==> config.mk <==
export PLATFORM = sky130hd
export DESIGN_NAME = nn_node_polar_burst_flat
export DESIGN_NICKNAME = d
export VERILOG_FILES = /design/src/rtl/nn_pkg.sv /design/src/rtl/nn_node_polar_burst_if.sv /design/src/rtl/nn_burst_gate.sv /design/src/rtl/nn_node_polar_burst.sv /design/src/flat_wrapper.sv
export SDC_FILE = /design/constraint.sdc
export NUM_CORES = 1
export LEC_CHECK = 0
export ABC_CLOCK_PERIOD_IN_PS = 16000
export BUFFER_PORTS_ARGS = -buffer_cell sky130_fd_sc_hd__buf_2
export CAP_MARGIN = 20
export CELL_PAD_IN_SITES_DETAIL_PLACEMENT = 2
export CELL_PAD_IN_SITES_GLOBAL_PLACEMENT = 2
export CORE_MARGIN = 1.5
export CORE_UTILIZATION = 38
export CTS_CLUSTER_DIAMETER = 40
export DETAILED_ROUTE_END_ITERATION = 12
export PLACE_DENSITY_LB_ADDON = 0.1
export SLEW_MARGIN = 15
export SYNTH_ARGS = -nofsm -noshare
export SYNTH_HDL_FRONTEND = slang
export SYNTH_SLANG_ARGS = --single-unit
==> constraint.sdc <==
create_clock -name CLK -period 16 [get_ports CLK]
set_clock_uncertainty 0.05 [all_clocks]
set_input_delay 4.8 -clock CLK [delete_from_list [all_inputs] [get_ports CLK]]
set_output_delay 4.8 -clock CLK [all_outputs]
set_load 0.005 [all_outputs]
==> src/rtl/nn_pkg.sv <==
// Shared types and helpers for the polar burst neuron node: FSM state
// encoding, popcount width and accumulator saturation.
package nn_pkg;

    typedef enum logic [1:0] {
        IDLE    = 2'd0,
        BURST   = 2'd1,
        REFRACT = 2'd2
    } burst_state_e;

    // Width that holds a popcount of n synapses plus bias and offset, with one spare sign bit.
    function automatic int pop_w(input int n);
        return $clog2(n + 3) + 1;
    endfunction

    // Clamp v into the symmetric range [-lim, +lim].
    function automatic int sat_int(input int v, input int lim);
        if (v > lim) begin
            return lim;
        end
        if (v < -lim) begin
            return -lim;
        end
        return v;
    endfunction

endpackage

==> src/rtl/nn_node_polar_burst_if.sv <==
// Signal bundle between a layer input bus and the polar burst node.
// Optional macro NN_NODE_SATCNT_EN adds the sat_cnt status output.
interface nn_node_polar_burst_if #(
    parameter int N = 4
);
    logic [N-1:0] a;
    logic [N-1:0] alpha;
    logic [N-1:0] SIGN_alpha;
    logic         beta;
    logic         SIGN_beta;
    logic         d;
    logic         z;
    logic         a_out;
    logic         busy;
`ifdef NN_NODE_SATCNT_EN
    logic [7:0]   sat_cnt;

    modport master (
        output a, alpha, SIGN_alpha, beta, SIGN_beta, d,
        input  z, a_out, busy, sat_cnt
    );
    modport slave (
        input  a, alpha, SIGN_alpha, beta, SIGN_beta, d,
        output z, a_out, busy, sat_cnt
    );
`else
    modport master (
        output a, alpha, SIGN_alpha, beta, SIGN_beta, d,
        input  z, a_out, busy
    );
    modport slave (
        input  a, alpha, SIGN_alpha, beta, SIGN_beta, d,
        output z, a_out, busy
    );
`endif
endinterface

==> src/rtl/nn_burst_gate.sv <==
// Burst-gated transfer stage: watches the z stream and emits a fixed-length
// a_out pulse followed by a refractory period once enough ones accumulate.
//
// state   | meaning
// IDLE    | shifting z into history, waiting for BURST_THRESH ones
// BURST   | a_out high, counting down PULSE_DUR cycles
// REFRACT | a_out low, counting down REFRACT_DUR cycles before re-arming
module nn_burst_gate
    import nn_pkg::*;
#(
    parameter int MEMSIZE      = 6,
    parameter int BURST_THRESH = 4,
    parameter int PULSE_DUR    = 80,
    parameter int REFRACT_DUR  = 10,
    parameter int CNT_W        = 8
) (
    input  logic CLK,
    input  logic INIT,
    input  logic z_in,
    output logic a_out,
    output logic busy
);

    localparam logic [CNT_W-1:0] PLOAD = CNT_W'(PULSE_DUR - 1);
    localparam logic [CNT_W-1:0] RLOAD = (REFRACT_DUR > 0) ? CNT_W'(REFRACT_DUR - 1) : '0;

    burst_state_e       state_q, state_d;
    logic [CNT_W-1:0]   cnt_q, cnt_d;
    logic [MEMSIZE-1:0] hist_q, hist_d, hist_upd;
    logic               a_out_q, a_out_d;
    logic               busy_q, busy_d;

    // State register: FSM, counter, history and registered outputs.
    always_ff @(posedge CLK) begin
        if (!INIT) begin
            state_q <= IDLE;
            cnt_q   <= '0;
            hist_q  <= '0;
            a_out_q <= 1'b0;
            busy_q  <= 1'b0;
        end else begin
            state_q <= state_d;
            cnt_q   <= cnt_d;
            hist_q  <= hist_d;
            a_out_q <= a_out_d;
            busy_q  <= busy_d;
        end
    end

    // Next-state logic; history only moves while idle and is emptied on every burst.
    always_comb begin
        state_d  = state_q;
        cnt_d    = cnt_q;
        hist_d   = '0;
        hist_upd = (hist_q << 1) | MEMSIZE'(z_in);
        case (state_q)
            IDLE: begin
                if ($countones(hist_upd) >= BURST_THRESH) begin
                    state_d = BURST;
                    cnt_d   = PLOAD;
                end else begin
                    hist_d = hist_upd;
                end
            end
            BURST: begin
                if (cnt_q == '0) begin
                    if (REFRACT_DUR > 0) begin
                        state_d = REFRACT;
                        cnt_d   = RLOAD;
                    end else begin
                        state_d = IDLE;
                    end
                end else begin
                    cnt_d = cnt_q - CNT_W'(1);
                end
            end
            REFRACT: begin
                if (cnt_q == '0) begin
                    state_d = IDLE;
                end else begin
                    cnt_d = cnt_q - CNT_W'(1);
                end
            end
            default: begin
                state_d = IDLE;
            end
        endcase
    end

    // Output decode from the next state so a_out rises on the firing edge.
    always_comb begin
        a_out_d = (state_d == BURST);
        busy_d  = (state_d != IDLE);
    end

    assign a_out = a_out_q;
    assign busy  = busy_q;

endmodule

==> src/rtl/nn_node_polar_burst.sv <==
// Polar stochastic neuron node: saturating signed difference accumulator
// producing z, feeding a burst gate that produces a_out/busy.
// Optional macro NN_NODE_SATCNT_EN adds an 8-bit count of clamp cycles.
module nn_node_polar_burst
    import nn_pkg::*;
#(
    parameter int N            = 4,
    parameter int ACC_W        = 4,
    parameter int MEMSIZE      = 6,
    parameter int BURST_THRESH = 4,
    parameter int PULSE_DUR    = 80,
    parameter int REFRACT_DUR  = 10,
    parameter int CNT_W        = 8
) (
    input  logic                   CLK,
    input  logic                   INIT,
    nn_node_polar_burst_if.slave   bus
);

    localparam int PW  = pop_w(N);
    localparam int SW  = ACC_W + 2;
    localparam int LIM = 2 ** (ACC_W - 1) - 1;

    logic [PW-1:0]           pos_c, neg_c;
    logic signed [SW-1:0]    nxt, adj;
    logic signed [ACC_W-1:0] acc_q, acc_d;
    logic                    z_q, z_d;
    int                      adj_i;
    logic                    a_out_w, busy_w;

    // Accumulate signed products, emit one z per unit above zero, then clamp.
    always_comb begin
        pos_c = PW'(bus.beta & ~bus.SIGN_beta);
        neg_c = PW'(bus.beta & bus.SIGN_beta) + PW'(bus.d);
        for (int i = 0; i < N; i++) begin
            pos_c = pos_c + PW'(bus.a[i] & bus.alpha[i] & ~bus.SIGN_alpha[i]);
            neg_c = neg_c + PW'(bus.a[i] & bus.alpha[i] & bus.SIGN_alpha[i]);
        end
        nxt   = SW'(acc_q) + SW'($signed({1'b0, pos_c})) - SW'($signed({1'b0, neg_c}));
        z_d   = !nxt[SW-1] && (nxt != '0);
        adj   = z_d ? (nxt - SW'(1)) : nxt;
        adj_i = int'(adj);
        acc_d = ACC_W'(sat_int(adj_i, LIM));
    end

    // Accumulator and z register.
    always_ff @(posedge CLK) begin
        if (!INIT) begin
            acc_q <= '0;
            z_q   <= 1'b0;
        end else begin
            acc_q <= acc_d;
            z_q   <= z_d;
        end
    end

    nn_burst_gate #(
        .MEMSIZE      (MEMSIZE),
        .BURST_THRESH (BURST_THRESH),
        .PULSE_DUR    (PULSE_DUR),
        .REFRACT_DUR  (REFRACT_DUR),
        .CNT_W        (CNT_W)
    ) u_gate (
        .CLK   (CLK),
        .INIT  (INIT),
        .z_in  (z_d),
        .a_out (a_out_w),
        .busy  (busy_w)
    );

    assign bus.z     = z_q;
    assign bus.a_out = a_out_w;
    assign bus.busy  = busy_w;

`ifdef NN_NODE_SATCNT_EN
    logic       clamp;
    logic [7:0] sat_cnt_q, sat_cnt_d;

    // Count cycles where the accumulator hit a rail, sticking at 255.
    always_comb begin
        clamp     = (adj_i > LIM) || (adj_i < -LIM);
        sat_cnt_d = (clamp && (sat_cnt_q != 8'hFF)) ? (sat_cnt_q + 8'd1) : sat_cnt_q;
    end

    // Saturation counter register.
    always_ff @(posedge CLK) begin
        if (!INIT) begin
            sat_cnt_q <= '0;
        end else begin
            sat_cnt_q <= sat_cnt_d;
        end
    end

    assign bus.sat_cnt = sat_cnt_q;
`endif

endmodule

==> src/flat_wrapper.sv <==
// flat-port wrapper written by rule: the top's interface ports become plain ports
module nn_node_polar_burst_flat import nn_pkg::*;
#(
    parameter int N            = 4,
    parameter int ACC_W        = 4,
    parameter int MEMSIZE      = 6,
    parameter int BURST_THRESH = 4,
    parameter int PULSE_DUR    = 80,
    parameter int REFRACT_DUR  = 10,
    parameter int CNT_W        = 8
)
  (CLK, INIT, bus_a, bus_alpha, bus_SIGN_alpha, bus_beta, bus_SIGN_beta, bus_d, bus_z, bus_a_out, bus_busy);
  nn_node_polar_burst_if #(.N(N)) bus_i ();
  input  logic CLK;
  input  logic INIT;
  input wire logic [$bits(bus_i.a)-1:0] bus_a;
  input wire logic [$bits(bus_i.alpha)-1:0] bus_alpha;
  input wire logic [$bits(bus_i.SIGN_alpha)-1:0] bus_SIGN_alpha;
  input wire logic [$bits(bus_i.beta)-1:0] bus_beta;
  input wire logic [$bits(bus_i.SIGN_beta)-1:0] bus_SIGN_beta;
  input wire logic [$bits(bus_i.d)-1:0] bus_d;
  output wire logic [$bits(bus_i.z)-1:0] bus_z;
  output wire logic [$bits(bus_i.a_out)-1:0] bus_a_out;
  output wire logic [$bits(bus_i.busy)-1:0] bus_busy;
  assign bus_i.a = bus_a;
  assign bus_i.alpha = bus_alpha;
  assign bus_i.SIGN_alpha = bus_SIGN_alpha;
  assign bus_i.beta = bus_beta;
  assign bus_i.SIGN_beta = bus_SIGN_beta;
  assign bus_i.d = bus_d;
  assign bus_z = bus_i.z;
  assign bus_a_out = bus_i.a_out;
  assign bus_busy = bus_i.busy;
  nn_node_polar_burst #(.N(N), .ACC_W(ACC_W), .MEMSIZE(MEMSIZE), .BURST_THRESH(BURST_THRESH), .PULSE_DUR(PULSE_DUR), .REFRACT_DUR(REFRACT_DUR), .CNT_W(CNT_W)) u_core (.CLK(CLK), .INIT(INIT), .bus(bus_i));
endmodule
==> results_tabular.tex, run 1 <==
\begin{tabular}{lr}
\hline
Metric & Value \\
\hline
\multicolumn{2}{l}{\textbf{STA}} \\
Count of pins over their slew limit & 0 \\
Final Hold Vio Count & 0 \\
Share of the clock period used by the worst path after layout & 75.8\% \\
Setup total negative slack & 0 ps \\
Relative max-transition margin & between 30\% and 40\% \\
Minimum clock period & between 10,000 and 15,000 ps \\
Count of endpoints failing setup in the final report & 0 \\
Unrepaired setup endpoints after global routing & no \\
Actual slew at the worst max-slew pin & 982 ps \\
Worst hold slack & about 440 ps \\
Highest clock frequency the design can meet & approximately 80 MHz \\
\multicolumn{2}{l}{\textbf{Layout}} \\
Number of filler instances in the final layout & around 520 \\
Most used cells in the layout excluding fill and tap cells & inv\_1 (22), dfxtp\_1 (22), buf\_2 (19) \\
Finished Core Util & between 40\% and 50\% \\
Fin cells & 284 \\
Share of layout cells above drive strength 1 & 14.7\% \\
Number of nets in the final layout & 275 \\
Synthesis-to-layout area growth & 11.4\% \\
Diodes inserted & 0 \\
\multicolumn{2}{l}{\textbf{Yosys}} \\
Number of enable flip-flop cells after synthesis & 0 \\
Asr flop ratio synth & 0\% \\
Cell accounting for the most synthesized area & dfxtp\_1 \\
Mean area per synthesized cell & between 8 and 9 sq um \\
Register bit total from synthesis & 22 \\
Sequential fraction of the synthesis area & 24.3\% \\
Warnings from Yosys & 0 \\
Post-Syn Instances & $\sim$210 \\
Net Count, Synth & approximately 250 \\
Area share of the largest cell type after synthesis & 24.3\% \\
Leading post-synthesis cells by cell area & dfxtp\_1 (24\%), fa\_1 (11\%), ha\_1 (10\%) \\
Yosys cell types & 55 \\
Post-synthesis cell area & $\sim$0.0018 sq mm \\
Synth Flop Type & dfxtp\_1 \\
\multicolumn{2}{l}{\textbf{Setup path}} \\
Maximum net fanout on the critical path & 11 \\
Kind of capture point of the worst setup path & register \\
Data required time at the worst endpoint & roughly 16,000 ps \\
Startpoint class of the critical path & input pin \\
Crit Path Class & in -> reg \\
Cell depth of the worst flop-to-flop path & 19 \\
Launch point of the critical path & bus\_SIGN\_alpha[0] \\
Setup slack of the most critical reg-to-reg path & about 10,000 ps \\
Startpoint of the most critical register-to-register path & u\_core.acc\_q[1] \\
Signal arrival time at the worst endpoint & 12,250 ps \\
\multicolumn{2}{l}{\textbf{CTS}} \\
CTS H-tree lvls & 1 \\
Clock tree from TritonCTS & built \\
CTS hold repair buffers & 0 \\
Total setup buffers inserted after CTS & 0 \\
Clock-pin slew on the worst setup and hold paths & roughly 90 ps \\
TritonCTS Sinks & 22 \\
Number of buffers created by CTS & 3 \\
Buffer levels on the longest clock path & 2 \\
CTS-repair resized insts & 0 \\
Clock root buffer & clkbuf\_8 \\
Clock latency on the worst-skew pair & 270 ps \\
\multicolumn{2}{l}{\textbf{Floorplanning}} \\
Standard cell core area & 0.00447 sq mm \\
Area of the die & 0.00520 sq mm \\
Top-level port count & 20 \\
Initial cell density of the core & approximately two fifths \\
Y dimension of the die & around 70 um \\
Row Count & 24 \\
Die Width & 72.1 um \\
\multicolumn{2}{l}{\textbf{Route}} \\
Routed via count & 1,654 \\
Routed Antenna Nets & 0 \\
Number of search-and-repair iterations in the first detailed-routing pass & 4 \\
Average detailed-routed wire length per instance & 18.1 um \\
Drt total wl & approximately 5 mm \\
Number of DRC markers in iteration 0 & 66 \\
Average via count per standard cell & roughly 5.8 \\
DRC viols & 0 \\
\multicolumn{2}{l}{\textbf{Global route}} \\
Total grt overflow & 0 \\
Number of antenna violations at the first check in global routing & 0 \\
Global-route wire length before repair & slightly below 9 mm \\
Pin count of the biggest net entering global routing & 14 \\
Overall Global Routing Usage & 21.0\% \\
Number of global-route vias before repair & around 1,800 \\
\multicolumn{2}{l}{\textbf{Min path}} \\
Hold depth & 1 \\
Worst Min Path Start & u\_core.u\_gate.hist\_q[3] \\
Tightest Hold Check Type & reg -> reg \\
\multicolumn{2}{l}{\textbf{Pwr}} \\
Max IR drop VDD & a little over 0.00007 V \\
Power per cell area & 207 mW/mm\^{}2 \\
Final Power & 418 uW \\
Leakage power of the design & approximately 0.85 nW \\
\multicolumn{2}{l}{\textbf{Status}} \\
Status & finished, final reports clean \\
\multicolumn{2}{l}{\textbf{Place}} \\
Cell total after placement & 280 \\
Count of buffers from port buffering & 19 \\
HPWL after detailed placement & 4.14 mm \\
GPL Wtd Cong & $\sim$0.85 \\
\multicolumn{2}{l}{\textbf{Flow run}} \\
Number of max-cap violations & 0 \\
\hline
\end{tabular}
layout make-up:
cell class                      instances  area, sq um  share of cell area [%]
Multi-Input combinational cell        163         1270                    62.9
Sequential cell                        22          440                    21.8
Timing Repair Buffer                   20          103                    5.07
Inverter                               23         86.3                    4.27
Tap cell                               52         65.1                    3.22
Clock buffer                            4         55.1                    2.72
through the flow:
| stage | area [sq um] | worst slack (ps) |
|---|---|---|
| 2_1_floorplan | 1820 | 4610 |
| 3_3_place_gp | 1970 | 3940 |
| 3_5_place_dp | 1970 | 3640 |
| 4_1_cts | 2020 | 3840 |
| 5_1_grt | 2020 | 3450 |
| 6_report | 2020 | 3860 |
cell families (layout without fill, tap and decap cells):
family,after synthesis,in the layout,share of synthesized area [%]
adder cells (fa/ha/maj),25,25,21.4
buffers and inverters,27,47,5.65
XOR/XNOR,3,3,1.86
flip-flops,22,22,24.3
multiplexers,1,1,0.551
AO/OA/AOI/OAI,58,58,23.2
AND/OR/NAND/NOR,76,76,23.2
sequential cells by signal, summed over array words and instances, names as in the netlist:
| name | count |
|---|---|
| u_core.u_gate.cnt_q | 8 |
| u_core.acc_q | 4 |
| u_core.bus.z | 1 |
| u_core.u_gate.state_q | 2 |
| u_core.u_gate.hist_q | 5 |
| u_core.u_gate.a_out | 1 |
| u_core.u_gate.busy | 1 |
cell usage after synthesis, drive strengths merged, types with 2 or more instances:
master,n
o21ai,10
o22ai,3
dfxtp,22
clkbuf,3
nand3,8
nand3b,2
a311oi,2
inv,22
ha,15
nor2,18
a21oi,8
fa,10
xnor2,2
o211ai,2
and2,2
o2111ai,2
o32ai,2
nor3,8
nor3b,2
a211oi,5
nor4,3
a21boi,2
nor2b,5
o21a,5
nand2,14
o31ai,4
and3,7
a31oi,3
nand2b,2
critical path, stage by stage:
cell      delay, ps
buf_2           100
nand3_1         100
fa_1            540
inv_1            50
fa_1            450
ha_1            220
fa_1            470
inv_1            50
fa_1            520
inv_1            70
fa_1            680
ha_1            440
nand2_1         180
o32ai_2         360
nor2_2          140
fa_1            500
inv_1            60
fa_1            410
inv_1            80
ha_1            230
and3b_1         200
nor3b_1         790
a211oi_1        130
buf_4           230
nor2b_1         160
a221oi_1        230
nor2_1           60
routing by layer:
layer	global-route usage, %	share of wire (%)	vias to the layer above
met5	0	0	-
li1	-	-	809
met4	4.40	0.80	0
met2	41.6	55	16
met3	1.81	1.5	5
met1	24.3	43	824
report_power, final:
part	internal, mW	switching, mW
Combinational	0.114	0.194
Sequential	0.0636	0.00480
Clock	0.0220	0.0201
path summary, 6_finish.rpt:
path	to
setup / recovery	u_core.u_gate.cnt_q[6]
hold / removal	u_core.u_gate.hist_q[4]
setup reg to reg	u_core.u_gate.cnt_q[6]
hold reg to reg	u_core.u_gate.hist_q[4]
No activity file was read; power rests on OpenSTA's default activity.
==> run 2: changes to the inputs <==
--- a/config.mk
+++ b/config.mk
@@ -5,13 +5,14 @@
 export SDC_FILE = /design/constraint.sdc
 export NUM_CORES = 1
 export LEC_CHECK = 0
-export ABC_CLOCK_PERIOD_IN_PS = 16000
+export ABC_AREA = 1
+export ABC_CLOCK_PERIOD_IN_PS = 10400
 export BUFFER_PORTS_ARGS = -buffer_cell sky130_fd_sc_hd__buf_2
 export CAP_MARGIN = 20
 export CELL_PAD_IN_SITES_DETAIL_PLACEMENT = 2
 export CELL_PAD_IN_SITES_GLOBAL_PLACEMENT = 2
 export CORE_MARGIN = 1.5
-export CORE_UTILIZATION = 38
+export CORE_UTILIZATION = 30
 export CTS_CLUSTER_DIAMETER = 40
 export DETAILED_ROUTE_END_ITERATION = 12
 export PLACE_DENSITY_LB_ADDON = 0.1
==> constraint.sdc (replaced) <==
create_clock -name CLK -period 10.4 [get_ports CLK]
set_clock_uncertainty 0.05 [all_clocks]
set_input_delay 3.12 -clock CLK [delete_from_list [all_inputs] [get_ports CLK]]
set_output_delay 3.12 -clock CLK [all_outputs]
set_load 0.005 [all_outputs]
==> run 2 against run 1 <==
  * Global-route usage decreased by 6.3 points
  * Routed wire length down 18%
  * Power is 41% higher
  * Area after synthesis down 3.4%
  * Combinational power rose by 36%
  * Via count is 4.8% lower
  * Critical path type unchanged
  * Setup slack lost 2600 ps
  * First-iteration DRC count shrank 52%
  * Clock-buffer cell count unchanged
==> results_tabular.tex, run 2 <==
\begin{tabular}{lr}
\hline
Metric & Value \\
\hline
\multicolumn{2}{l}{\textbf{Pwr}} \\
Clock share of power & 10.4\% (was 10.1\%) \\
Power per cell area & 296 mW/mm\^{}2 (was 207 mW/mm\^{}2) \\
Max IR drop VDD & 0.000100 V (was 0.0000714 V) \\
Cell-internal power & 282 uW (was 200 uW) \\
Net Switching & 307 uW (was 219 uW) \\
Combinational Power Share & 71.0\% (was 73.6\%) \\
Leakage power of the design & 1.06 nW (was 0.848 nW) \\
Final Power & 589 uW (was 418 uW) \\
Fraction of power spent switching nets & 52.1\% (was 52.3\%) \\
Share of power burned in registers & 18.5\% (was 16.4\%) \\
\multicolumn{2}{l}{\textbf{CTS}} \\
Total setup buffers inserted after CTS & 0 (unchanged) \\
Clock tree from TritonCTS & built (unchanged) \\
Buffer levels on the longest clock path & 2 (unchanged) \\
TritonCTS Sinks & 22 (unchanged) \\
Clock root buffer & clkbuf\_8 (unchanged) \\
Number of buffers created by CTS & 3 (unchanged) \\
CTS-repair resized insts & 0 (unchanged) \\
Clock latency on the worst-skew pair & 260 ps (was 270 ps) \\
Clock-pin slew on the worst setup and hold paths & 80 ps (was 90 ps) \\
CTS H-tree lvls & 1 (unchanged) \\
CTS hold repair buffers & 0 (unchanged) \\
\multicolumn{2}{l}{\textbf{Place}} \\
GPL Wtd Cong & 0.719 (was 0.845) \\
Pre-CTS setup slack & 879 ps (was 3640 ps) \\
Post-placement cell area & 0.00193 sq mm (was 0.00197 sq mm) \\
Cell total after placement & 335 (was 280) \\
Count of buffers from port buffering & 19 (unchanged) \\
HPWL after detailed placement & 3.56 mm (was 4.14 mm) \\
\multicolumn{2}{l}{\textbf{Setup path}} \\
Startpoint of the most critical register-to-register path & u\_core.acc\_q[1] (unchanged) \\
Crit Path Class & in -> reg (unchanged) \\
Delay of the slowest cell on the worst path & 620 ps (was 790 ps) \\
Master of the slowest instance on the critical path & fa\_1 (was nor3b\_1) \\
Setup slack of the most critical reg-to-reg path & 5740 ps (was 10,010 ps) \\
Kind of capture point of the worst setup path & register (unchanged) \\
Launch point of the critical path & bus\_a[0] (was bus\_SIGN\_alpha[0]) \\
Data required time at the worst endpoint & 10,520 ps (was 16,110 ps) \\
Terminus of the critical flop-to-flop path & u\_core.u\_gate.cnt\_q[2] (was u\_core.u\_gate.cnt\_q[6]) \\
Cell depth of the worst flop-to-flop path & 24 (was 19) \\
Startpoint class of the critical path & input pin (unchanged) \\
CP bufs+invs & 11 (was 7) \\
Signal arrival time at the worst endpoint & 9280 ps (was 12,250 ps) \\
Maximum net fanout on the critical path & 7 (was 11) \\
Critical path's top delay family & adder cells (unchanged) \\
\multicolumn{2}{l}{\textbf{STA}} \\
Final Hold Vio Count & 0 (unchanged) \\
Count of pins over their slew limit & 0 (unchanged) \\
Highest clock frequency the design can meet & 109 MHz \\
Share of the clock period used by the worst path after layout & approximately 88\% \\
Relative max-transition margin & 74.0\% (was 34.4\%) \\
Minimum clock period & about 9200 ps \\
Setup total negative slack & 0 ps (unchanged) \\
Final setup margin & 1250 ps (was 3860 ps) \\
Count of endpoints failing setup in the final report & 0 (unchanged) \\
Unrepaired setup endpoints after global routing & no (unchanged) \\
Actual slew at the worst max-slew pin & 390 ps (was 982 ps) \\
Worst hold slack & 408 ps (was 437 ps) \\
\multicolumn{2}{l}{\textbf{Route}} \\
DRC viols & 0 (unchanged) \\
Average detailed-routed wire length per instance & 12.4 um (was 18.1 um) \\
Drt total wl & 4.22 mm (was 5.15 mm) \\
Number of DRC markers in iteration 0 & 32 (was 66) \\
Routed via count & 1,574 (was 1,654) \\
Routed Antenna Nets & 0 (unchanged) \\
Number of search-and-repair iterations in the first detailed-routing pass & 4 (unchanged) \\
Average via count per standard cell & 4.64 (was 5.82) \\
\multicolumn{2}{l}{\textbf{Yosys}} \\
Yosys cell types & 30 (was 55) \\
Leading cell type by number of instances after synthesis & inv\_1 \\
Cell accounting for the most synthesized area & dfxtp\_1 (unchanged) \\
Most used standard cells in the synthesized netlist & inv\_1 (49), nand2\_1 (44), nor2\_1 (25), dfxtp\_1 (22), nand3\_1 (20) (was dfxtp\_1 (22), inv\_1 (22), nor2\_1 (16), ha\_1 (15), nand2\_1 (13)) \\
Post-Syn Instances & 245 (was 212) \\
Asr flop ratio synth & 0\% (unchanged) \\
Area share of the largest cell type after synthesis & 25.1\% (was 24.3\%) \\
Sequential fraction of the synthesis area & 25.1\% (was 24.3\%) \\
Warnings from Yosys & 0 (unchanged) \\
Leading post-synthesis cells by cell area & dfxtp\_1 (25\%), fa\_1 (11\%), ha\_1 (11\%) (was dfxtp\_1 (24\%), fa\_1 (11\%), ha\_1 (10\%)) \\
Synth Flop Type & dfxtp\_1 (unchanged) \\
Register bit total from synthesis & 22 (unchanged) \\
Net Count, Synth & 287 (was 254) \\
Number of enable flip-flop cells after synthesis & 0 (unchanged) \\
Post-synthesis cell area & 0.00175 sq mm (was 0.00182 sq mm) \\
Mean area per synthesized cell & 7.15 sq um (was 8.56 sq um) \\
\multicolumn{2}{l}{\textbf{Floorplanning}} \\
Area of the die & 0.00631 sq mm (was 0.00520 sq mm) \\
Row Count & 27 (was 24) \\
Top-level port count & 20 (unchanged) \\
Die Width & 79.4 um (was 72.1 um) \\
Initial cell density of the core & 31.4\% (was 40.6\%) \\
Standard cell core area & 0.00557 sq mm (was 0.00447 sq mm) \\
Y dimension of the die & 79.4 um (was 72.1 um) \\
\multicolumn{2}{l}{\textbf{Layout}} \\
Diodes inserted & 0 (unchanged) \\
Register with the most flip-flops & u\_core.u\_gate.cnt\_q (unchanged) \\
Finished Core Util & 35.7\% (was 45.2\%) \\
Synthesis-to-layout area growth & 13.5\% (was 11.4\%) \\
Most common cell after layout, fill and taps aside & inv\_1 \\
Post-route design area & 0.00199 sq mm (was 0.00202 sq mm) \\
Most used cells in the layout excluding fill and tap cells & inv\_1 (49), nand2\_1 (44), nor2\_1 (25) (was inv\_1 (22), dfxtp\_1 (22), buf\_2 (19)) \\
Share of layout cells above drive strength 1 & 18.0\% (was 14.7\%) \\
Fin cells & 339 (was 284) \\
Number of nets in the final layout & 310 (was 275) \\
Number of flip-flops in the largest register & 8 (unchanged) \\
Leading registers by flop count & u\_core.u\_gate.cnt\_q x8, u\_core.u\_gate.hist\_q x5, u\_core.acc\_q x4 (unchanged) \\
Number of filler instances in the final layout & 692 (was 524) \\
\multicolumn{2}{l}{\textbf{Global route}} \\
Global-route wire length before repair & 7.39 mm (was 8.67 mm) \\
Pin count of the biggest net entering global routing & 13 (was 14) \\
Number of global-route vias before repair & 1,731 (was 1,832) \\
Total grt overflow & 0 (unchanged) \\
Number of antenna violations at the first check in global routing & 0 (unchanged) \\
Overall Global Routing Usage & 14.8\% (was 21.0\%) \\
\multicolumn{2}{l}{\textbf{Min path}} \\
Tightest Hold Check Type & reg -> reg (unchanged) \\
Hold depth & 2 (was 1) \\
Worst Min Path Start & u\_core.u\_gate.hist\_q[1] (was u\_core.u\_gate.hist\_q[3]) \\
End of the worst hold path & u\_core.u\_gate.hist\_q[2] (was u\_core.u\_gate.hist\_q[4]) \\
\multicolumn{2}{l}{\textbf{Status}} \\
Status & finished, final reports clean (unchanged) \\
\multicolumn{2}{l}{\textbf{Flow run}} \\
Number of max-cap violations & 0 (unchanged) \\
\hline
\end{tabular}
run 2: power groups by stage:
| stage | Combinational, mW | Clock (mW) | Sequential (mW) |
|---|---|---|---|
| floorplan | 0.329 | 0 | 0.109 |
| global placement | 0.418 | 0 | 0.111 |
| detailed placement | 0.427 | 0 | 0.112 |
| CTS | 0.432 | 0.0633 | 0.110 |
| global route | 0.485 | 0.0672 | 0.112 |
| finish | 0.418 | 0.0615 | 0.109 |
run 2: kinds of logic after synthesis:
family / share of synthesized area (%)
DFF: 25.1
buffers and inverters: 13.9
adders and majority gates: 22.1
AOI/OAI and AO/OA: 9.07
xor gates and xnor gates: 2.00
and+or+nand+nor: 27.8
run 2: worst register-to-register path: cells and delay by family (launching register included):
kind	cells	cell delay [ps]
DFF	1	330
and+or+nand+nor	8	980
AOI/OAI and AO/OA	2	240
buffers and inverters	8	490
adders and majority gates	6	2470
run 2: worst max path at each step:
stage	endpoint	slack [ps]	depth (start not counted)
final	u_core.u_gate.cnt_q[2]	1250	32
after global routing	u_core.u_gate.cnt_q[2]	830	32
after CTS	u_core.u_gate.cnt_q[6]	1150	32
after detailed placement	u_core.u_gate.cnt_q[2]	880	32
after global placement	u_core.u_gate.cnt_q[6]	1030	32
after floorplan	u_core.u_gate.cnt_q[6]	1540	31
run 2: per-layer routing:
| metal | track usage (%) | routed length [um] |
|---|---|---|
| met3 | 1.03 | 71 |
| met4 | 4.21 | 23 |
| met2 | 27.8 | 2200 |
| met1 | 17.7 | 1920 |
| met5 | 0 | 0 |
run 2: area by class of cell:
class / instances / area, sq um / area share (%)
Sequential cell: 22 / 440 / 22.1
Multi-Input combinational cell: 158 / 1070 / 53.7
Inverter: 64 / 240 / 12.1
Clock buffer: 4 / 55.1 / 2.77
Timing Repair Buffer: 19 / 95.1 / 4.78
Tap cell: 72 / 90.1 / 4.53
